===== src/rtl/mult_hilo_ctrl.sv =====
// Sequencer for unsigned multiply (multu) with the HI/LO pair read by mfhi/mflo.
// Latency: start at edge 0 commits HI/LO at edge WIDTH, and done pulses in the following cycle.
// Backpressure: stall holds start and rd_hi/rd_lo while a multiply runs; they are accepted in the done cycle.
module mult_hilo_ctrl #(
    parameter int WIDTH = 32
) (
    input  logic             clk,
    input  logic             reset,
    input  logic             start,
    input  logic [WIDTH-1:0] opa,
    input  logic [WIDTH-1:0] opb,
    input  logic             rd_hi,
    input  logic             rd_lo,
    output logic [WIDTH-1:0] result,
    output logic             stall,
    output logic             busy,
    output logic             done
);

    localparam int CW = (WIDTH > 1) ? $clog2(WIDTH) : 1;

    typedef enum logic {
        IDLE,
        RUN
    } state_t;

    state_t             state;
    logic [2*WIDTH-1:0] mcand;
    logic [2*WIDTH-1:0] acc;
    logic [2*WIDTH-1:0] acc_nxt;
    logic [WIDTH-1:0]   mplier;
    logic [WIDTH-1:0]   hi;
    logic [WIDTH-1:0]   lo;
    logic [CW-1:0]      cnt;

    // The final step's addend is folded in so the commit edge needs no extra cycle.
    assign acc_nxt = mplier[0] ? acc + mcand : acc;

    always_ff @(posedge clk or negedge reset) begin
        if (!reset) begin
            state  <= IDLE;
            mcand  <= '0;
            mplier <= '0;
            acc    <= '0;
            cnt    <= '0;
            hi     <= '0;
            lo     <= '0;
            done   <= 1'b0;
        end else begin
            done <= 1'b0;
            case (state)
                IDLE: begin
                    if (start) begin
                        mcand  <= {{WIDTH{1'b0}}, opa};
                        mplier <= opb;
                        acc    <= '0;
                        cnt    <= '0;
                        state  <= RUN;
                    end
                end
                RUN: begin
                    acc    <= acc_nxt;
                    mcand  <= mcand << 1;
                    mplier <= mplier >> 1;
                    cnt    <= cnt + 1'b1;
                    if (cnt == CW'(WIDTH - 1)) begin
                        {hi, lo} <= acc_nxt;
                        state    <= IDLE;
                        done     <= 1'b1;
                    end
                end
                default: state <= IDLE;
            endcase
        end
    end

    assign busy  = (state == RUN);
    assign stall = busy & (start | rd_hi | rd_lo);

    always_comb begin
        result = '0;
        if (!stall) begin
            if (rd_hi)
                result = hi;
            else if (rd_lo)
                result = lo;
        end
    end

endmodule


===== config.mk =====
export PLATFORM = sky130hd
export DESIGN_NAME = mult_hilo_ctrl
export DESIGN_NICKNAME = d
export VERILOG_FILES = /design/src/rtl/mult_hilo_ctrl.sv
export SDC_FILE = /design/constraint.sdc
export NUM_CORES = 1
export LEC_CHECK = 0
export ABC_AREA = 0
export CAP_MARGIN = 20
export CORE_UTILIZATION = 52
export DETAILED_ROUTE_END_ITERATION = 12
export GPL_TIMING_DRIVEN = 0
export PLACE_DENSITY = 0.72
export RECOVER_POWER = 100
export REMOVE_ABC_BUFFERS = 1
export SYNTH_ARGS = -nofsm -noshare
export SYNTH_HDL_FRONTEND = slang
export SYNTH_SLANG_ARGS = --single-unit

===== constraint.sdc =====
create_clock -name clk -period 3.9 [get_ports clk]
set_input_delay 1.17 -clock clk [delete_from_list [all_inputs] [get_ports clk]]
set_output_delay 1.17 -clock clk [all_outputs]
set_load 0.1 [all_outputs]

==> impl_metrics.csv <==
group,metric,value,unit
outcome,status,"complete, but fails checks",
sta,worst_pin_slew,1680,ps
floorplanning,start_util,0.532,
grt,grt_pass1_wl,60.5,mm
clocking,cts_tree,"done",
setup_path,cp.arrival,2690,ps
setup_path,timing.rr.end,"hi[29]",
finish,num-fill-cells,2302,
grt,grt_pass1_vias,11600,
grt,track_usage,0.270,
setup_path,path_cells,"buf_2 -> nor2b_4 -> buf_6 -> a22oi_1 -> nor2_1 -> buf_6",
setup_path,worst_path_largest_cell_delay,630,ps
floorplanning,dieWidth,166,um
pwr,power.total,13.6,mW
setup_path,startpoint_type,"primary input",
floorplanning,rows,59,
pwr,powerDensity,851,nW/um^2
worst_hold_path,min_path_cells,2,
clocking,clock_path_buffers,3,
finish,drive_gt1_frac,0.0918,
setup_path,cp_max_fo,35,
clocking,clk_pin_slew,50,ps
floorplanning,core,26200,um^2
finish,antenna_cells,0,
synth,ys_seq_area_frac,0.414,
place,place.gp.congestion,0.898,
grt,grt_max_degree,120,
sta,period_minus_slack,3860,ps
setup_path,critPathCaptureType,"primary output",
route,num_vias,11900,
finish,finalNonFillerCells,1991,
setup_path,reg2reg_depth,12,
setup_path,required,2730,ps
clocking,clock_latency,540,ps
pwr,ir_worst_vdd,0.435,mV
place,io_buffer_count,103,
setup_path,critical_path_buf_inv_count,3,
synth,synth.distinct_cells,64,
floorplanning,chipHeight,166,um
route,first_pass_iters,9,
sta,slew_headroom,-0.122,
worst_hold_path,worstHoldEndpoint,"lo[13]",
synth,ys_warn_count,0,
place,dp.final_hpwl,25.0,mm
setup_path,critPathKind,"primary input to primary output",
place,dp.cells,1939,
floorplanning,ios,104,
route,wl_per_cell,18.5,um
sta,final_hold_viol_count,0,
place,place_ws,-1250,ps
outcome,violations,"DRC, capacitance limit, slew limit",
sta,fmax,0.259,GHz
worst_hold_path,min_path_type,"register to register",
setup_path,critical_path.top_delay_family,"buffers and inverters",
synth,synth_most_common_cell,"nand2_1",
synth,synthesis.instances,1598,
route,vias_per_cell,5.96,
setup_path,reg2reg_from,"acc[1]",
sta,layout_setup_ws,45.0,ps
route,totalWireLength,36.7,mm
clocking,hold_buffers,0,
setup_path,cp_common_cell,"buf_6",
pwr,total_leakage_power,7.42,nW
sta,final_max_slew_viol_count,197,
synth,ys.flop_type,"dfrtp_1",
synth,synth-seq-cells,231,
route,drc,6,
setup_path,rrSetupSlack,210,ps
grt,grt-ovfl-total,0,
synth,synth_top_area_share,0.414,
synth,async_flop_share,1.00,
clocking,h-tree-depth,1,
finish,areaGrowthSynthToFinish,14.8,%
synth,syn_avg_cell_area,8.73,um^2
worst_hold_path,worstHoldStart,"lo[13]",
synth,syn_area,13900,um^2
clocking,clock-sinks,231,
sta,holdWs,481,ps
synth,yosysTopAreaCell,"dfrtp_1",
route,drtIter0Drc,989,
sta,fin_crit_sh,0.988,
sta,grt_setup_unrepaired,"false",
flow_run,maxCapViolations,2,
sta,finalSetupTns,0,ps
clocking,cts_root_buffer,"clkbuf_16",
finish,fin_nets,1772,
setup_path,slowest_stage,"buf_2",
synth,synth_top_cells_by_count,"nand2_1, dfrtp_1, o21ai_0",
synth,synth_edf_count,0,
floorplanning,dieArea,27500,um^2
synth,synthTopCellsByArea,"dfrtp_1, nand2_1, mux2i_1",
grt,antenna_found_initial,0,
route,ant_nets,0,
clocking,numCtsBuffers,26,
sta,skew,15.2,ps
sta,setup_violations,0,
cell usage in the layout, fill, tap and decap left out, types with 4 or more instances in the layout:
cell type,instances
nand3_1,18
nand4_1,20
xnor2_1,32
clkdlybuf4s50_1,65
o21bai_1,16
clkinv_2,4
a31o_2,44
o211ai_1,7
o21a_1,9
a22oi_1,34
and3_1,14
a31oi_1,6
buf_4,7
nand2b_1,6
mux2_2,5
dfrtp_1,229
xor2_1,30
clkbuf_4,23
nor2_1,123
clkbuf_8,4
buf_16,5
o22ai_1,4
mux2i_1,103
clkbuf_1,10
nor3_1,13
nand2_1,280
or3_1,4
o21ai_1,5
a21o_1,28
ha_1,65
buf_6,8
o21ai_0,203
inv_1,20
clkbuf_16,27
a22o_1,5
a21oi_1,113
nor2b_1,5
per-layer routing:
metal / vias up / wire length, um / GRT usage
met3: 71 / 2140 / 0.0412
met2: 305 / 17100 / 0.440
li1: 5755 / - / -
met4: 0 / 1010 / 0.0821
met5: - / 0 / 0
met1: 5735 / 16500 / 0.372
through the flow:
step	utilization	cell area, um^2
after global routing	0.611	16000
after detailed placement	0.581	15200
after floorplan	-	13500
after global placement	0.572	15000
final	0.611	16000
after CTS	0.613	16100
logic make-up after synthesis:
kind of cell / after synthesis / synth area share
AOI/OAI and AO/OA: 505 / 0.224
and+or+nand+nor: 498 / 0.149
DFF: 231 / 0.414
buffers and inverters: 127 / 0.0347
muxes: 109 / 0.0788
adders and majority gates: 66 / 0.0598
xor gates and xnor gates: 62 / 0.0389
what timing repair did:
item                                    CTS  global route
buffers inserted                          4             0
resized for setup                       203             4
cloned                                    1             0
pin swaps                                 0             1
endpoints found under the setup margin   34            28
power by group:
group          switching (mW)  leakage [nW]  internal (mW)
clock network            1.00         0.415           1.47
registers               0.890          2.90           3.45
logic                    4.11          4.10           2.71
worst register-to-register path: stages (launching register included):
cell       delay [ps]
dfrtp_1           440
ha_1              310
a21o_1            150
nand4_1           140
a21oi_1           320
o211ai_1          230
a211oi_2          440
o211ai_2          190
a2111oi_4         510
or2b_1            230
a41oi_2           170
or4_1             420
nand3_1            80
registers in the layout, indices dropped and copies added, names as in the netlist:
name	count
mcand	64
lo	32
busy	1
acc	64
done	1
mplier	32
hi	32
cnt	5
final cells by class:
class	count	area (um^2)	share of cell area
flip-flops and latches	231	5790	0.361
clock buffers	39	761	0.0475
inverters	22	87.6	0.00547
clock inverters	8	95.1	0.00594
well taps	335	419	0.0262
repair buffers	115	1160	0.0724
multi-input cells	1241	7710	0.481
worst max-delay path by stage:
stage / startpoint / to / slack (ps) / cells after the start
after floorplan: busy / stall / -4970 / 2
after global routing: mcand[7] / hi[26] / 0.4 / 12
after global placement: reset / mplier[28] / -8310 / 1
after CTS: busy / stall / 3 / 4
after detailed placement: rd_lo / result[13] / -1250 / 5
final: rd_hi / result[18] / 40 / 6
No activity file was read; power rests on OpenSTA's default activity.
